[config.mk]
export PLATFORM = sky130hd
export DESIGN_NAME = aurora_cmd_wbctl
export DESIGN_NICKNAME = d
export VERILOG_FILES = /design/src/rtl/aurora_cmd_pkg.sv /design/src/rtl/aurora_cmd_wbctl.sv
export SDC_FILE = /design/constraint.sdc
export NUM_CORES = 1
export LEC_CHECK = 0
export ABC_AREA = 1
export BUFFER_PORTS_ARGS = -buffer_cell sky130_fd_sc_hd__clkbuf_2
export CAP_MARGIN = 20
export CORE_ASPECT_RATIO = 1.4
export CORE_MARGIN = 8
export CORE_UTILIZATION = 43
export DETAILED_ROUTE_END_ITERATION = 10
export PLACE_DENSITY = 0.77
export SYNTH_ARGS = -nofsm -noshare
export SYNTH_HDL_FRONTEND = slang
export SYNTH_SLANG_ARGS = --single-unit
[constraint.sdc]
create_clock -name aclk -period 3.7 [get_ports aclk]
set_input_delay 0.74 -clock aclk [delete_from_list [all_inputs] [get_ports aclk]]
set_output_delay 0.74 -clock aclk [all_outputs]
set_load 0.03 [all_outputs]
[src/rtl/aurora_cmd_pkg.sv]
// Shared types and constants for the Aurora command Wishbone controller.
package aurora_cmd_pkg;

  typedef enum logic [1:0] {
    IDLE  = 2'd0,
    WRITE = 2'd1,
    READ  = 2'd2,
    DONE  = 2'd3
  } wbctl_state_t;

  localparam int          CMD_READ_BIT         = 31;
  localparam logic [31:0] DEFAULT_TIMEOUT_DATA = 32'hFFFF_FFFF;

endpackage

[src/rtl/aurora_cmd_wbctl.sv]
// Runs split address/data command streams as single Wishbone classic cycles
// and returns read data (or a flagged error word) on a response stream.
module aurora_cmd_wbctl
  import aurora_cmd_pkg::*;
#(
  parameter int          ADDR_BITS      = 22,
  parameter int          TIMEOUT_CYCLES = 1024,
  parameter logic [31:0] TIMEOUT_DATA   = DEFAULT_TIMEOUT_DATA
) (
  input  logic                 aclk,
  input  logic                 areset,
  input  logic [31:0]          s_cmd_addr_tdata,
  input  logic                 s_cmd_addr_tvalid,
  output logic                 s_cmd_addr_tready,
  input  logic [31:0]          s_cmd_data_tdata,
  input  logic                 s_cmd_data_tvalid,
  output logic                 s_cmd_data_tready,
  output logic [31:0]          m_resp_tdata,
  output logic                 m_resp_tuser,
  output logic                 m_resp_tvalid,
  input  logic                 m_resp_tready,
  output logic                 wb_cyc_o,
  output logic                 wb_stb_o,
  output logic                 wb_we_o,
  output logic [ADDR_BITS-1:0] wb_adr_o,
  output logic [31:0]          wb_dat_o,
  output logic [3:0]           wb_sel_o,
  input  logic [31:0]          wb_dat_i,
  input  logic                 wb_ack_i,
  input  logic                 wb_err_i,
  output logic [15:0]          err_count
);

  localparam int                CNT_W    = $clog2(TIMEOUT_CYCLES);
  localparam logic [CNT_W-1:0]  CNT_LAST = CNT_W'(TIMEOUT_CYCLES - 1);

  wbctl_state_t     state;
  logic             bus_active;
  logic [CNT_W-1:0] tmo_cnt;
  logic             is_read_cmd;
  logic             start_read;
  logic             start_write;
  logic             bus_term;
  logic             read_term;
  logic             unused_addr_bits;

  assign wb_cyc_o = bus_active;
  assign wb_stb_o = bus_active;
  assign wb_sel_o = 4'hF;

  // Address bits above the bus width and the read flag are not forwarded.
  assign unused_addr_bits = &{1'b0, s_cmd_addr_tdata};

  // A read only launches into an empty response register, so its data
  // always has somewhere to land even if the response path is stalled.
  assign is_read_cmd = s_cmd_addr_tdata[CMD_READ_BIT];
  assign start_read  = s_cmd_addr_tvalid & is_read_cmd & ~m_resp_tvalid;
  assign start_write = s_cmd_addr_tvalid & ~is_read_cmd & s_cmd_data_tvalid;

  assign bus_term  = wb_ack_i | wb_err_i | (tmo_cnt == CNT_LAST);
  assign read_term = (state == READ) & bus_term;

  always_ff @(posedge aclk) begin
    if (areset) begin
      state             <= IDLE;
      bus_active        <= 1'b0;
      wb_we_o           <= 1'b0;
      wb_adr_o          <= '0;
      wb_dat_o          <= '0;
      s_cmd_addr_tready <= 1'b0;
      s_cmd_data_tready <= 1'b0;
      tmo_cnt           <= '0;
      err_count         <= '0;
    end else begin
      case (state)
        IDLE: begin
          s_cmd_addr_tready <= 1'b0;
          s_cmd_data_tready <= 1'b0;
          if (start_read) begin
            state      <= READ;
            bus_active <= 1'b1;
            wb_we_o    <= 1'b0;
            wb_adr_o   <= s_cmd_addr_tdata[ADDR_BITS-1:0];
            tmo_cnt    <= '0;
          end else if (start_write) begin
            state      <= WRITE;
            bus_active <= 1'b1;
            wb_we_o    <= 1'b1;
            wb_adr_o   <= s_cmd_addr_tdata[ADDR_BITS-1:0];
            wb_dat_o   <= s_cmd_data_tdata;
            tmo_cnt    <= '0;
          end
        end
        WRITE, READ: begin
          if (bus_term) begin
            state             <= DONE;
            bus_active        <= 1'b0;
            wb_we_o           <= 1'b0;
            s_cmd_addr_tready <= 1'b1;
            s_cmd_data_tready <= (state == WRITE);
            // Ack wins over err/timeout; only non-ack endings are counted.
            if (!wb_ack_i && (err_count != 16'hFFFF)) begin
              err_count <= err_count + 16'd1;
            end
          end else begin
            tmo_cnt <= tmo_cnt + 1'b1;
          end
        end
        DONE: begin
          s_cmd_addr_tready <= 1'b0;
          s_cmd_data_tready <= 1'b0;
          state             <= IDLE;
        end
        default: begin
          state <= IDLE;
        end
      endcase
    end
  end

  // Response register: filled by a finishing read, drained by the consumer.
  always_ff @(posedge aclk) begin
    if (areset) begin
      m_resp_tvalid <= 1'b0;
      m_resp_tdata  <= '0;
      m_resp_tuser  <= 1'b0;
    end else if (read_term) begin
      m_resp_tvalid <= 1'b1;
      m_resp_tdata  <= wb_ack_i ? wb_dat_i : TIMEOUT_DATA;
      m_resp_tuser  <= ~wb_ack_i;
    end else if (m_resp_tvalid && m_resp_tready) begin
      m_resp_tvalid <= 1'b0;
    end
  end

endmodule

==> results.py <==
metrics = {
    "outcome": {
        "status": "finished, final reports clean",
    },
    "timing": {
        "fin_tns_setup_ps": 0,
        "finalMaxSlewViolations": 0,
        "relSlewSlack_pct": 35.5,
        "setup_viol": 0,
        "worstMarginPinSlew_ps": 965,
        "final_hold_viol_count": 0,
        "hold_ws_ps": 442,
        "fmax_mhz": 440,
        "period_minus_slack_ps": 2270,
        "fin_crit_sh_pct": 61.4,
        "clock_skew_ps": 15.0,
        "rsz0062_at_grt": "false",
    },
    "cts": {
        "clkTransAtPathRegs_ps": 50,
        "clkLatencyLatePin_ps": 410,
        "numCtsBuffers": 17,
        "cts_tree": "yes",
        "h-tree-depth": 4,
        "cts_setup_buffers": 0,
        "clockBufferDepth": 2,
        "ctsHoldBuffers": 0,
        "cts_root_buffer": "clkbuf_16",
        "clock_sinks": 120,
        "ctsResizeCount": 0,
    },
    "placement": {
        "gp_congestion": 0.841,
        "post-dp-hpwl_um": 10500,
        "io_buffers": 202,
        "dp_cells": 996,
    },
    "hold_path": {
        "hold_class": "flop to flop",
        "hold_path_depth": 2,
        "hold_path_startpoint": "tmo_cnt[9]$_SDFFE_PP0P_",
        "hold_end": "tmo_cnt[9]$_SDFFE_PP0P_",
    },
    "pwr": {
        "report.power.total_uw": 4780,
        "vdd_ir_drop_max_uv": 370,
        "power.leakage_uw": 0.00303,
        "power_density_mw_per_mm2": 708,
    },
    "final_layout": {
        "fill_cells": 1106,
        "drive_above_1_share_pct": 31.3,
        "area_growth_pct": 31.6,
        "diodes": 0,
        "nets": 976,
        "finalNonFillerCells": 1028,
        "utilization_pct": 57.6,
    },
    "worst_setup_path": {
        "worstSetupPathType": "flop to flop",
        "required_ps": 4010,
        "cp.arrival_ps": 2580,
        "reg2reg_depth": 6,
        "rr_endpoint": "wb_we_o$_SDFFE_PP0P_",
        "startpoint_type": "flop",
        "end_kind": "flop",
        "path_max_fanout": 24,
        "regToRegSetupSlack_ps": 1430,
        "r2r_start": "state[0]$_SDFFE_PP0P_",
    },
    "drt": {
        "wire_per_inst_um": 13.8,
        "drt_first_iter_violations": 192,
        "ant_nets": 0,
        "vias_per_cell": 4.77,
        "wl_um": 14200,
        "first_pass_iters": 4,
        "drc": 0,
        "num_vias": 4902,
    },
    "job": {
        "maxCapViolations": 0,
    },
    "yosys": {
        "synthCells": 679,
        "ys_top_cells_by_area": "dfxtp_1, o21ai_0, a21oi_1",
        "synth_area_mm2": 0.00513,
        "syn_avg_cell_area_um2": 7.55,
        "synth_top_area_cell": "dfxtp_1",
        "ys_ff_latch": 120,
        "synth_cell_types": 31,
        "ys_warn_count": 0,
        "synth_top_area_share_pct": 46.9,
        "synth_seq_area_share_pct": 46.9,
    },
    "floorplanning": {
        "die_h_um": 145,
        "ios": 216,
        "die_area_mm2": 0.0157,
        "coreArea_mm2": 0.0117,
        "dieWidth_um": 108,
        "initial_utilization_pct": 43.8,
        "rows": 47,
    },
    "grt": {
        "grt_pass1_wl_um": 23300,
        "antenna_found_initial": 0,
        "grt_max_degree": 65,
        "grt_use_total_pct": 18.5,
        "grt_pass1_vias": 4841,
        "grt_overflow": 0,
    },
}
[routing by layer]
layer	wire [um]	GRT usage, %	up-vias
li1	-	-	2559
met1	5480	19.2	2155
met2	7140	30.9	154
met3	1080	6.83	34
met4	497	10.6	0
met5	0	0	-
[state kept, by name, indices dropped and copies added, names as in the netlist]
name / cells
m_resp_tdata: 32
err_count: 16
m_resp_tuser: 1
wb_cyc_o: 1
wb_dat_o: 32
wb_we_o: 1
s_cmd_data_tready: 1
s_cmd_addr_tready: 1
wb_adr_o: 22
m_resp_tvalid: 1
tmo_cnt: 10
state: 2
[power by group]
part           leakage (uW)  internal, uW  total (uW)  switching [uW]
Combinational       0.00177           409        1510            1100
Clock              0.000280          1010        1640             627
Sequential         0.000979          1520        1630             114
Total               0.00303          2940        4780            1840
[stage by stage]
stage          cell area, um^2  setup WS [ps]
6_report                  6750           1430
5_1_grt                   6750           1190
4_1_cts                   6750           1410
3_5_place_dp              6150           1080
3_3_place_gp              6150           1090
2_1_floorplan             5140           1980
[worst max-delay path: stages, from the launching register on]
cell and delay, ps:
dfxtp_1 310, inv_1 90, ha_1 270, nand2_1 440, inv_1 750, nand3_1 140, a21oi_1 180
[worst max-delay path by stage]
stage                                         start                         to
final                         state[0]$_SDFFE_PP0P_       wb_we_o$_SDFFE_PP0P_
after global routing          state[0]$_SDFFE_PP0P_       wb_we_o$_SDFFE_PP0P_
after CTS                     state[0]$_SDFFE_PP0P_       wb_we_o$_SDFFE_PP0P_
after detailed placement          s_cmd_addr_tvalid       wb_we_o$_SDFFE_PP0P_
after global placement            s_cmd_addr_tvalid       wb_we_o$_SDFFE_PP0P_
after floorplan           err_count[0]$_SDFFE_PP0P_  err_count[5]$_SDFFE_PP0P_
[cells in the mapped netlist (all sizes together)]
| cell type | count |
|---|---|
| dfxtp | 120 |
| o21ai | 97 |
| inv | 95 |
| nand2 | 95 |
| a21oi | 92 |
| nor2 | 75 |
| nand3 | 39 |
| clkbuf | 24 |
| buf | 15 |
| nand4 | 6 |
| ha | 5 |
| xnor2 | 4 |
| o21bai | 3 |
| xor2 | 3 |
| nor3b | 2 |
| conb | 1 |
| nand3b | 1 |
| nor3 | 1 |
| or2 | 1 |
[placed cells by master, fill, tap and decap left out, drive strengths merged]
master,count
nand3b,1
o21ai,97
nor3b,2
o21bai,3
a21oi,92
nor3,1
clkinv,1
xor2,3
or2,1
xnor2,4
dfxtp,120
clkinvlp,3
nor2,75
bufinv,2
ha,5
conb,4
nand4,6
inv,103
nand3,39
buf,4
clkbuf,220
nand2,95
[logic make-up (layout without fill, tap and decap cells)]
| family | Yosys count | count (layout) | synth area share (%) |
|---|---|---|---|
| and+or+nand+nor | 220 | 220 | 19.8 |
| AOI/OAI and AO/OA | 192 | 192 | 19.8 |
| buffers and inverters | 134 | 333 | 11.0 |
| DFF | 120 | 120 | 46.9 |
| xor gates and xnor gates | 7 | 7 | 1.20 |
| adders and majority gates | 5 | 5 | 1.22 |
| other | 1 | 4 | 0.0732 |
[layout make-up]
| class | instances | area (um^2) | share of cell area [%] |
|---|---|---|---|
| Clock inverter | 14 | 161 | 2.39 |
| Timing Repair Buffer | 206 | 1040 | 15.4 |
| Inverter | 95 | 357 | 5.29 |
| Clock buffer | 18 | 429 | 6.36 |
| Multi-Input combinational cell | 428 | 2170 | 32.2 |
| Sequential cell | 120 | 2400 | 35.6 |
| Tap cell | 147 | 184 | 2.73 |
(Power assumes the default switching activity.)
